### config.mk
export PLATFORM = sky130hd
export DESIGN_NAME = vga_stream_out
export DESIGN_NICKNAME = d
export VERILOG_FILES = /design/src/rtl/vga_stream_out.sv
export SDC_FILE = /design/constraint.sdc
export NUM_CORES = 1
export LEC_CHECK = 0
export CORE_UTILIZATION = 30
export CTS_BUF_LIST = sky130_fd_sc_hd__clkbuf_8
export CTS_CLUSTER_DIAMETER = 200
export CTS_CLUSTER_SIZE = 20
export DETAILED_ROUTE_END_ITERATION = 7
export GPL_TIMING_DRIVEN = 0
export SLEW_MARGIN = 20
export SYNTH_ARGS = -nofsm -noshare
export SYNTH_HDL_FRONTEND = slang
export SYNTH_SLANG_ARGS = --single-unit
export TNS_END_PERCENT = 10
### constraint.sdc
create_clock -name vga_clk -period 2.2 [get_ports vga_clk]
set_input_delay 0.33 -clock vga_clk [delete_from_list [all_inputs] [get_ports vga_clk]]
set_output_delay 0.33 -clock vga_clk [all_outputs]
set_load 0.01 [all_outputs]
### src/rtl/vga_stream_out.sv
// Streams a show-ahead FIFO onto a VGA raster: free-running h/v counters, registered syncs,
// and a frame FSM that starts whole lines only. Optional macro: VGA_STREAM_UNDERFLOW_CNT_EN.
module vga_stream_out #(
  parameter int H_TOTAL     = 480,
  parameter int H_SYNC      = 29,
  parameter int H_ACT_START = 52,
  parameter int H_ACT       = 400,
  parameter int V_TOTAL     = 347,
  parameter int V_SYNC      = 4,
  parameter int V_ACT_START = 13,
  parameter int V_ACT       = 320,
  parameter int PIX_W       = 24,
  parameter int USEDW_W     = 10,
  localparam int LN_W       = $clog2(V_ACT + 1)
) (
  input  logic               vga_clk,
  input  logic               rst_n,
  input  logic               enable,
  input  logic [USEDW_W-1:0] fifo_usedw,
  input  logic [PIX_W-1:0]   fifo_rdata,
  output logic               fifo_read,
  output logic               vga_hsync,
  output logic               vga_vsync,
  output logic               vga_de,
  output logic [PIX_W-1:0]   vga_rgb,
  output logic               img_end,
  output logic               underflow,
`ifdef VGA_STREAM_UNDERFLOW_CNT_EN
  output logic [15:0]        underflow_cnt,
`endif
  output logic [1:0]         dbg_state,
  output logic [LN_W-1:0]    dbg_line_num
);

  localparam int H_W  = $clog2(H_TOTAL);
  localparam int V_W  = $clog2(V_TOTAL);
  localparam int PC_W = $clog2(H_ACT + 1);

  localparam logic [H_W-1:0]     H_LAST     = H_W'(H_TOTAL - 1);
  localparam logic [H_W-1:0]     H_TIMEOUT  = H_W'(H_TOTAL - 2);
  localparam logic [H_W-1:0]     H_SYNC_C   = H_W'(H_SYNC);
  localparam logic [H_W-1:0]     H_START_M1 = H_W'(H_ACT_START - 1);
  localparam logic [V_W-1:0]     V_LAST     = V_W'(V_TOTAL - 1);
  localparam logic [V_W-1:0]     V_SYNC_C   = V_W'(V_SYNC);
  localparam logic [V_W-1:0]     V_START_C  = V_W'(V_ACT_START);
  localparam logic [LN_W-1:0]    V_ACT_C    = LN_W'(V_ACT);
  localparam logic [PC_W-1:0]    PIX_LOAD   = PC_W'(H_ACT);
  localparam logic [PC_W-1:0]    PIX_ONE    = PC_W'(1);
  localparam logic [USEDW_W:0]   H_ACT_U    = (USEDW_W + 1)'(H_ACT);

  typedef enum logic [1:0] {
    S_IDLE     = 2'd0,
    S_WAIT_SOF = 2'd1,
    S_ACTIVE   = 2'd2,
    S_DONE     = 2'd3
  } state_t;

  state_t           r_state;
  state_t           w_next_state;
  logic [H_W-1:0]   r_h_cnt;
  logic [V_W-1:0]   r_v_cnt;
  logic [LN_W-1:0]  r_line_num;
  logic [PC_W-1:0]  r_pix_cnt;
  logic             r_hsync;
  logic             r_vsync;
  logic             r_de;
  logic [PIX_W-1:0] r_rgb;
  logic             r_img_end;
  logic             r_underflow;

  logic w_h_last;
  logic w_v_last;
  logic w_sof;
  logic w_slot;
  logic w_fifo_ok;
  logic w_start_ok;
  logic w_start_fail;
  logic w_read;
  logic w_last_pix;
  logic w_timeout;
  logic w_uf_event;

  assign w_h_last     = (r_h_cnt == H_LAST);
  assign w_v_last     = (r_v_cnt == V_LAST);
  assign w_sof        = (r_state == S_WAIT_SOF) && (r_h_cnt == '0) && (r_v_cnt == '0);
  assign w_slot       = (r_state == S_ACTIVE) && (r_h_cnt == H_START_M1) &&
                        (r_v_cnt >= V_START_C) && (r_line_num != V_ACT_C);
  assign w_fifo_ok    = ({1'b0, fifo_usedw} >= H_ACT_U);
  assign w_start_ok   = w_slot && w_fifo_ok;
  assign w_start_fail = w_slot && !w_fifo_ok;
  assign w_read       = (r_pix_cnt != '0);
  assign w_last_pix   = (r_state == S_ACTIVE) && (r_pix_cnt == PIX_ONE) && (r_line_num == V_ACT_C);
  // Frame ran out of raster before all lines were delivered; leave cleanly before the wrap.
  assign w_timeout    = (r_state == S_ACTIVE) && w_v_last && (r_h_cnt == H_TIMEOUT) &&
                        (r_line_num < V_ACT_C);
  assign w_uf_event   = w_start_fail || w_timeout;

  always_ff @(posedge vga_clk or negedge rst_n) begin
    if (!rst_n) begin
      r_h_cnt <= '0;
      r_v_cnt <= '0;
    end else if (w_h_last) begin
      r_h_cnt <= '0;
      r_v_cnt <= w_v_last ? '0 : r_v_cnt + 1'b1;
    end else begin
      r_h_cnt <= r_h_cnt + 1'b1;
    end
  end

  always_ff @(posedge vga_clk or negedge rst_n) begin
    if (!rst_n) begin
      r_state <= S_IDLE;
    end else begin
      r_state <= w_next_state;
    end
  end

  always_comb begin
    w_next_state = r_state;
    case (r_state)
      S_IDLE:     if (enable) w_next_state = S_WAIT_SOF;
      S_WAIT_SOF: if (w_sof) w_next_state = S_ACTIVE;
      S_ACTIVE:   if (w_last_pix || w_timeout) w_next_state = S_DONE;
      S_DONE:     if (w_v_last && w_h_last) w_next_state = enable ? S_WAIT_SOF : S_IDLE;
      default:    w_next_state = S_IDLE;
    endcase
  end

  // A line is either granted all H_ACT reads up front or none at all.
  always_ff @(posedge vga_clk or negedge rst_n) begin
    if (!rst_n) begin
      r_pix_cnt  <= '0;
      r_line_num <= '0;
      r_img_end  <= 1'b0;
    end else begin
      if (w_start_ok) begin
        r_pix_cnt <= PIX_LOAD;
      end else if (w_read) begin
        r_pix_cnt <= r_pix_cnt - 1'b1;
      end
      if (w_sof) begin
        r_line_num <= '0;
      end else if (w_start_ok) begin
        r_line_num <= r_line_num + 1'b1;
      end
      if (w_sof) begin
        r_img_end <= 1'b0;
      end else if (w_last_pix) begin
        r_img_end <= 1'b1;
      end
    end
  end

  always_ff @(posedge vga_clk or negedge rst_n) begin
    if (!rst_n) begin
      r_hsync     <= 1'b0;
      r_vsync     <= 1'b0;
      r_de        <= 1'b0;
      r_rgb       <= '0;
      r_underflow <= 1'b0;
    end else begin
      r_hsync     <= (r_h_cnt >= H_SYNC_C);
      r_vsync     <= (r_v_cnt >= V_SYNC_C);
      r_de        <= w_read;
      r_rgb       <= w_read ? fifo_rdata : '0;
      r_underflow <= w_uf_event;
    end
  end

`ifdef VGA_STREAM_UNDERFLOW_CNT_EN
  logic [15:0] r_uf_cnt;

  always_ff @(posedge vga_clk or negedge rst_n) begin
    if (!rst_n) begin
      r_uf_cnt <= '0;
    end else if (w_uf_event && (r_uf_cnt != 16'hFFFF)) begin
      r_uf_cnt <= r_uf_cnt + 16'd1;
    end
  end

  assign underflow_cnt = r_uf_cnt;
`endif

  assign fifo_read    = w_read;
  assign vga_hsync    = r_hsync;
  assign vga_vsync    = r_vsync;
  assign vga_de       = r_de;
  assign vga_rgb      = r_rgb;
  assign img_end      = r_img_end;
  assign underflow    = r_underflow;
  assign dbg_state    = r_state;
  assign dbg_line_num = r_line_num;

endmodule

======== Yosys cells after proc, flatten, opt, wreduce, memory -nomap -nowiden ========
Cells that the tools add are included.
storage, ports and cells
  flip-flop bits (word level) ............. 67
  input port bits ......................... 37
  output and inout port bits .............. 41
cells by class
  $add $sub $neg .......................... 4
  $lt $le $gt $ge ......................... 5
  equality and inequality tests ........... 14
  multiplexer cells ....................... 15
  reduce and logical (&&, ||, !) cells .... 24
operators by type and width
  cell                   number
  $mux W9                6
  $eq A9 B9 Y1 const B   4
  $add A9 B1 Y9 const B  3
  $mux W24               1
  $logic_not A9 Y1       2
  $logic_and A1 B1 Y1    13
  $ge A10 B9 Y1 const B  1
  $eq A9 B1 Y1 const B   1
  $eq A9 B6 Y1 const B   1
  $ge A9 B3 Y1 const B   1
  $ge A9 B4 Y1 const B   1
  $ge A9 B5 Y1 const B   1
  $lt A9 B9 Y1 const B   1
  $ne A9 B9 Y1 const B   1
  $reduce_bool A9 Y1     1
  $sub A9 B1 Y9 const B  1
  $mux W2                4
  $pmux W2 S4            1
  $ne A2 B2 Y1 const B   3
  $reduce_bool A2 Y1     3
  $eq A2 B2 Y1 const B   2
  $reduce_and A4 Y1      1
  $mux W1                3
  $eq A2 B1 Y1 const B   1
  other kinds (4)        5

======== Depth between registers and ports, before layout ========
Gate-level depths: netlist of the first run.
  word-level depth ........................ 7
  depth in mapped cells ................... 9
  mapped depth without buffers ............ 8

======== Least setup slack after synthesis of the first run ========
Ideal clock, no wire load.
  path kind ............................... register to register
  start point ............................. register r_h_cnt[2]
  end point ............................... register r_state[1], in the netlist dbg_state[1]
  arrival ................................. 2.112 ns
  slack ................................... -0.039 ns
  cell stages (with the launch flop) ...... 7
  period minus slack after synthesis ...... 2.239 ns
  path through ............................ dfrtp_1 > or4_4 > or4_4 > o21ai_2 > o211ai_2 > a21oi_2 > mux2_1
between the ends
  word-level cells in the longest chain between the ends .. 6
  elaborated cells between the ends (all ways) .. 13
  classes of those cells .................. eq/ne (5); reduce/logical (8)
ends and longest elaborated chain
  what                                    RTL line  source
  start, declared                         60        logic [H_W-1:0] r_h_cnt;
  start signal, assigned                  106       r_h_cnt <= r_h_cnt + 1'b1;
  $eq A9 B9 Y1                            94        assign w_timeout = (r_state == S_ACTIVE) && w_v_last && (r_h_cnt == H_TIMEOUT) &&
  $logic_and A1 B1 Y1 (2 in a row)        94
  $logic_or A1 B1 Y1                      123       S_ACTIVE: if (w_last_pix || w_timeout) w_next_state = S_DONE;
  $ne A2 B1 Y1 (no source line)           -
  $reduce_and A4 Y1 (no source line) (*)  -
  end signal, assigned                    114       r_state <= w_next_state;
  end, declared                           58        state_t r_state;
Every way passes the cells marked *; elsewhere a longest branch is shown, timed or not.
A chain may end at the register's enable or synchronous reset.

======== Worst setup path after layout of the first run ========
Ends and elaborated chain as after synthesis.

==> results of run 1 <==
## repair_timing
| item | CTS | global route |
|---|---|---|
| buffers inserted | 10 | 12 |
| setup endpoints to repair | 45 | 26 |
| gates resized for setup | 19 | 17 |
| hold buffers | 1 | 0 |
| hold endpoints to repair | 20 | 0 |
| pin swaps | 2 | 4 |
## cell families after synthesis
logic type / Yosys count / synth area share [%]
AND/OR/NAND/NOR: 140 / 23.7
flip-flops: 67 / 53.1
AO/OA/AOI/OAI: 34 / 7.02
buffers and inverters: 24 / 2.85
XOR/XNOR: 19 / 5.27
adder cells (fa/ha/maj): 17 / 6.74
multiplexers: 4 / 1.35
## Yosys cell counts (3+ instances only)
library cell and number:
sky130_fd_sc_hd__and4_1 3, sky130_fd_sc_hd__a21oi_1 8, sky130_fd_sc_hd__nand4_1 3, sky130_fd_sc_hd__clkbuf_1 6, sky130_fd_sc_hd__nor2_1 29, sky130_fd_sc_hd__or3_1 11, sky130_fd_sc_hd__inv_1 18, sky130_fd_sc_hd__and2_1 26
sky130_fd_sc_hd__nand3_1 13, sky130_fd_sc_hd__o21ai_0 13, sky130_fd_sc_hd__nor4_1 8, sky130_fd_sc_hd__xnor2_1 15, sky130_fd_sc_hd__and3_1 4, sky130_fd_sc_hd__nand2_1 24, sky130_fd_sc_hd__xor2_1 4, sky130_fd_sc_hd__ha_1 17
sky130_fd_sc_hd__dfrtp_1 67, sky130_fd_sc_hd__nor3_1 7
## metal layers
layer / routed length, um / share of wire [%] / global-route usage, %
met5: 0 / 0 / 0
met4: 62 / 0.86 / 5.03
met3: 586 / 8.1 / 6.24
met2: 3280 / 45 / 21.9
met1: 3320 / 46 / 17.6
## stage by stage
stage,setup TNS (ns),hold slack [ns],std cells
floorplan,0,0.0344,305
CTS,-0.189,0.413,540
finish,-0.0754,0.411,552
global placement,-105.33,0.498,514
detailed placement,-3.56,0.240,515
global route,-0.422,0.416,552
## registers in the layout, indices dropped and copies added, names as in the netlist
| register | flops |
|---|---|
| img_end | 1 |
| underflow | 1 |
| dbg_line_num | 9 |
| vga_hsync | 1 |
| r_v_cnt | 9 |
| vga_vsync | 1 |
| vga_rgb | 24 |
| r_h_cnt | 9 |
| vga_de | 1 |
| r_pix_cnt | 9 |
| dbg_state | 2 |
## layout make-up
| class | count | area, um^2 | area share, % |
|---|---|---|---|
| clock inverter | 4 | 50.0 | 1.10 |
| inverter | 18 | 75.1 | 1.65 |
| tap | 136 | 170 | 3.73 |
| buffer | 5 | 33.8 | 0.741 |
| sequential | 67 | 1680 | 36.9 |
| clock buffer | 11 | 151 | 3.32 |
| multi-input combinational | 214 | 1470 | 32.1 |
| timing repair buffer | 97 | 932 | 20.4 |
## critical path: stages (launching register included)
cell	delay [ns]
sky130_fd_sc_hd__dfrtp_2	0.41
sky130_fd_sc_hd__or4_4	0.56
sky130_fd_sc_hd__or4_4	0.45
sky130_fd_sc_hd__o21ai_2	0.14
sky130_fd_sc_hd__o211ai_2	0.13
sky130_fd_sc_hd__a21oi_2	0.15
sky130_fd_sc_hd__mux2_4	0.31
## how the worst max path moves through the flow
stage,start,endpoint,cells past startpoint
after floorplan,r_h_cnt[2],dbg_state[1],6
after global placement,rst_n,vga_rgb[19],1
after detailed placement,r_pix_cnt[3],fifo_read,7
after CTS,r_pix_cnt[3],fifo_read,6
after global routing,r_h_cnt[2],dbg_state[1],6
final,r_h_cnt[2],dbg_state[1],6
## where the power goes
part / switching [mW] / leakage [nW] / internal (mW) / total (mW)
Sequential: 0.112 / 0.817 / 1.35 / 1.47
Combinational: 0.338 / 1.03 / 0.428 / 0.766
Clock: 0.472 / 0.0974 / 0.577 / 1.05
Total: 0.922 / 1.94 / 2.36 / 3.28
==> out/results.md, run 1 <==
| Metric | This run |
| --- | --- |
| Fin Clk Skew | 0.00860 ns |
| Worst reg2reg setup slack | -0.08 ns |
| Routability congestion estimate | 0.754 |
| Die Span Y | 105 um |
| Final antenna-violating net count | 0 |
| Total count of hold-check failures in the final report | 0 |
| Slew Limit Fails | 0 |
| Routed vias/inst | 4.63 |
| FF+latch count, synth | 67 |
| DIE WIDTH | 105 um |
| Cells after Synth | 305 |
| Starting DRT DRC Count | 93 |
| Post-route clock period utilization | 103% |
| Post-route cell area | 4560 um^2 |
| Synth Warn # | 0 |
| Maximum level of the CTS H-tree | 3 |
| RSZ-0062 raised after global routing | yes |
| Number of I/O port buffers | 73 |
| Worst Setup Path Type | flop to flop |
| Largest fanout on the critical path | 3 |
| Critical R2R Launch | r_h_cnt[2] |
| Clock edge transition at the registers on the reported setup and hold paths | 0.07 ns |
| TritonCTS clock tree | done |
| Number of remaining DRC errors | 0 |
| Post-layout power | 3.28 mW |
| Synth top area share | 53.1% |
| Post-Syn Nets | 359 |
| Result of the run | finished with violations |
| Initial core utilization | 30.7% |
| First-pass GRT wire length | 12.3 mm |
| Pin count of the biggest net entering global routing | 48 |
| Grt ovf | 0 |
| Fmax | 439 MHz |
| Final Setup Violations | 1 |
| Global Route Usage Sum | 14.2% |
| Slew HR | 60.2% |
| TritonCTS sink count | 67 |
| Worst-margin pin slew | 0.591 ns |
| Total leakage power | 1.94 nW |
| Total Die Area | 10900 um^2 |
| Pwr/cell area | 720 nW/um^2 |
| Fraction of final layout cells sized beyond drive strength 1 | 15.9% |
| DP Wirelength | 4.86 mm |
| Antenna diodes | 0 |
| NumNets Final | 466 |
| Via count of the first global-routing pass | 2609 |
| Fraction of registers with async set/reset | 100% |
| Total wire length | 7.25 mm |
| Area of the placeable core | 10300 um^2 |
| Layout overhead on the synthesized area | 44.4% |
| Most frequent cells in the layout | sky130_fd_sc_hd__clkdlybuf4s50_1 (71), sky130_fd_sc_hd__dfrtp_1 (63), sky130_fd_sc_hd__nor2_1 (29) |
| Failing checks | negative setup slack |
| Number of distinct library cell variants in the gate-level netlist after synthesis | 41 |
| Total placed instance area | 4080 um^2 |
| Time the final worst path needs with I/O delays and setup | 2.28 ns |
| Main area contributors after synthesis | sky130_fd_sc_hd__dfrtp_1 (53%), sky130_fd_sc_hd__ha_1 (6.7%), sky130_fd_sc_hd__and2_1 (5.2%) |
| Post-synthesis cell area | 3160 um^2 |
| Layout Utilization | 44.4% |
| Setup slack at placement | -0.560 ns |
| Worst Setup Slack, final | -0.0754 ns |
| Number of flops mapped to enable cells by yosys | 0 |
| Insertion delay of the later-clocked pin in the worst-skew pair | 0.34 ns |
| # rows | 37 |
| Number of cells traversed by the worst register-to-register path | 6 |
| Sequential fraction of the synthesis area | 53.1% |
| Largest area contributor in the synthesized netlist | sky130_fd_sc_hd__dfrtp_1 |
| Min-delay worst type | input port to async pin |
| CTS root buf | sky130_fd_sc_hd__clkbuf_8 |
| Sort of element at the start of the critical path | flop |
| Number of antenna violations at the first check in global routing | 0 |
| Most frequent standard cell in the layout excluding fill and tap cells | sky130_fd_sc_hd__clkdlybuf4s50_1 |
| Number of maximum-capacitance constraint violations | 0 |
| Count of filler cells inserted in the layout | 1031 |
| Maximum resistive drop on vdd | 0.310 mV |
| Count of boundary I/O pins | 78 |
| Critical path capture point type | flop |
| First-pass iteration count of the detailed router | 4 |
| Number of buffers created by CTS | 9 |
| Maximum clock insertion buffer count | 2 |
| Critical path data arrival time | 2.50 ns |
| Top FF cell, synth | sky130_fd_sc_hd__dfrtp_1 |
| Mean post-synth cell area | 10.4 um^2 |
| Per-cell routed wire length | 13.1 um |
| Total number of vias | 2558 |
| WP data required | 2.42 ns |
| Reg-to-reg critical path endpoint | dbg_state[1] |
Power figures use the tool's default switching activity.
==> run 2: changes to the inputs <==
ABC_AREA = 1   (was not set)
==> out/results.md, run 2 <==
| Metric | This run |
| --- | --- |
| Result of the run | finished clean |
| Top FF cell, synth | sky130_fd_sc_hd__dfrtp_1 |
| Main area contributors after synthesis | sky130_fd_sc_hd__dfrtp_1 (46%), sky130_fd_sc_hd__nor2_1 (8.3%), sky130_fd_sc_hd__inv_1 (8.1%) |
| Total count of hold-check failures in the final report | 0 |
| Sort of element at the start of the critical path | flop |
| Crit-path max cell delay | 0.42 ns |
| Antenna diodes | 0 |
| Library cell contributing the largest single delay on the critical path | sky130_fd_sc_hd__dfrtp_1 |
| Total number of vias | 3118 |
| Fin Clk Skew | 0.0137 ns |
| Total placed instance area | 4600 um^2 |
| Critical path capture point type | primary output |
| Worst Setup Path Type | flop to primary output |
| Cells after Synth | 463 |
| Total Die Area | 12700 um^2 |
| Global Route Usage Sum | 14.2% |
| Time the final worst path needs with I/O delays and setup | 1.99 ns |
| Slew HR | 65.9% |
| DIE WIDTH | 113 um |
| RSZ-0062 raised after global routing | no |
| WP data required | 1.87 ns |
| Placed cell count | 684 |
| Layout overhead on the synthesized area | 32.1% |
| Pin count of the biggest net entering global routing | 35 |
| Most frequent standard cell in the layout excluding fill and tap cells | sky130_fd_sc_hd__nor2_1 |
| Most prevalent standard cell on the critical path | sky130_fd_sc_hd__inv_1 |
| Total wire length | 8.01 mm |
| Clock edge transition at the registers on the reported setup and hold paths | 0.08 ns |
| Total leakage power | 2.38 nW |
| Fraction of registers with async set/reset | 100% |
| TritonCTS clock tree | done |
| Max reg flops | 24 |
| Count of boundary I/O pins | 78 |
| Maximum level of the CTS H-tree | 3 |
| Post-Syn Nets | 517 |
| Fraction of final layout cells sized beyond drive strength 1 | 9.55% |
| Min-delay worst type | input port to async pin |
| Most frequent cell after synthesis | sky130_fd_sc_hd__nor2_1 |
| Number of I/O port buffers | 73 |
| Largest fanout on the critical path | 4 |
| Final antenna-violating net count | 0 |
| # rows | 40 |
| Initial core utilization | 30.7% |
| Sequential fraction of the synthesis area | 45.7% |
| Number of buffers created by CTS | 9 |
| Number of flops mapped to enable cells by yosys | 0 |
| Final Setup Violations | 0 |
| Worst-margin pin slew | 0.507 ns |
| Maximum resistive drop on vdd | 0.324 mV |
| Synth Warn # | 0 |
| Routed vias/inst | 4.44 |
| Layout Utilization | 40.5% |
| Count of filler cells inserted in the layout | 1228 |
| Insertion delay of the later-clocked pin in the worst-skew pair | 0.36 ns |
| Routability congestion estimate | 0.809 |
| Slew Limit Fails | 0 |
| Number of distinct library cell variants in the gate-level netlist after synthesis | 33 |
| Post-route insts no fill | 702 |
| Number of maximum-capacitance constraint violations | 0 |
| Post-synthesis cell area | 3670 um^2 |
| Per-cell routed wire length | 11.4 um |
| Fmax | 503 MHz |
| Synth top area share | 45.7% |
| Sum of negative setup slack | 0 ns |
| NumNets Final | 604 |
| Largest area contributor in the synthesized netlist | sky130_fd_sc_hd__dfrtp_1 |
| Die Span Y | 113 um |
| Via count of the first global-routing pass | 3046 |
| First-pass GRT wire length | 14.2 mm |
| CTS root buf | sky130_fd_sc_hd__clkbuf_8 |
| FF+latch count, synth | 67 |
| Most frequent cells in the layout | sky130_fd_sc_hd__nor2_1 (81), sky130_fd_sc_hd__inv_1 (80), sky130_fd_sc_hd__nand2_1 (79) |
| Most common library cells after synthesis | sky130_fd_sc_hd__nor2_1 (81), sky130_fd_sc_hd__inv_1 (79), sky130_fd_sc_hd__nand2_1 (79) |
| Critical path data arrival time | 1.66 ns |
| Post-route clock period utilization | 90.3% |
| Critical-path cell list | inv_1 -> ha_1 -> inv_1 -> nor3_2 -> nand2_2 -> dlygate4sd2_1 |
| Maximum clock insertion buffer count | 2 |
| First-pass iteration count of the detailed router | 4 |
| Starting DRT DRC Count | 141 |
| Grt ovf | 0 |
| Post-route cell area | 4840 um^2 |
| DP Wirelength | 6.01 mm |
| Number of remaining DRC errors | 0 |
| Area of the placeable core | 12000 um^2 |
| Pwr/cell area | 603 nW/um^2 |
| Gate family responsible for the most delay along the worst path | buffers and inverters |
| TritonCTS sink count | 67 |
| Number of antenna violations at the first check in global routing | 0 |
| Combined buffer and inverter count along the critical path | 3 |
| Mean post-synth cell area | 7.92 um^2 |
| Post-layout power | 2.92 mW |
## run 2: report_power, final
part / internal [mW] / total [mW] / switching, mW
combinational: 0.214 / 0.438 / 0.224
clock: 0.694 / 1.18 / 0.481
sequential: 1.27 / 1.31 / 0.0361
## run 2: cell type report
type                    count  area [um^2]  area share (%)
flip-flops and latches     67         1680            34.6
multi-input cells         302         1610            33.3
repair buffers             76          764            15.8
inverters                  86          323            6.66
well taps                 147          184            3.80
clock buffers              11          151            3.12
clock inverters             5         76.3            1.58
plain buffers               8         55.1            1.14
## run 2: cells by family (layout without fill, tap and decap cells)
group | Yosys count | after routing | share of synthesized area, %
AOI/OAI and AO/OA | 25 | 25 | 3.79
adders and majority gates | 17 | 17 | 5.80
buffers and inverters | 94 | 186 | 10.3
xor gates and xnor gates | 14 | 14 | 3.34
and+or+nand+nor | 246 | 246 | 31.1
DFF | 67 | 67 | 45.7
## run 2: routing by layer
layer  up-vias  GRT usage, %  wire length [um]  share of wire (%)
met4         0          5.07                89                1.1
li1       1598             -                 -                  -
met2        80          21.9              3560                 44
met1      1430          17.8              3740                 47
met5         -             0                 0                  0
met3        10          6.10               622                7.8
## run 2: final timing paths
| path | startpoint | to | slack (ns) | cells past startpoint |
|---|---|---|---|---|
| min | rst_n | img_end | 0.47 | 2 |
| max | r_pix_cnt[0] | fifo_read | 0.21 | 6 |
| max reg2reg | dbg_state[0] | dbg_line_num[0] | 0.35 | 10 |
| max in group asynchronous | rst_n | vga_rgb[9] | 1.20 | 3 |
| min in group vga_clk | fifo_rdata[2] | vga_rgb[2] | 0.48 | 3 |
| min reg2reg | img_end | img_end | 0.52 | 2 |
## run 2: metrics by stage
step	hold slack [ns]	worst slack, ns
finish	0.467	0.214
global route	0.477	0.0978
CTS	0.462	0.184
detailed placement	0.319	0.256
global placement	0.502	-1.56
floorplan	0.0344	0.544
## run 2: timing repair
item                                    CTS  global route
gates resized for setup                   1             0
setup buffers                             1             0
hold buffers                              1             0
endpoints found under the setup margin    1             0
endpoints found under the hold margin    33             0
## run 2: worst reg2reg max path, delay by kind of cell, from the launching register on
kind | cells | cell delay, ns
fa+ha+maj | 1 | 0.27
simple gates | 6 | 0.61
flops | 1 | 0.46
compound gates | 1 | 0.12
buf+inv | 2 | 0.29
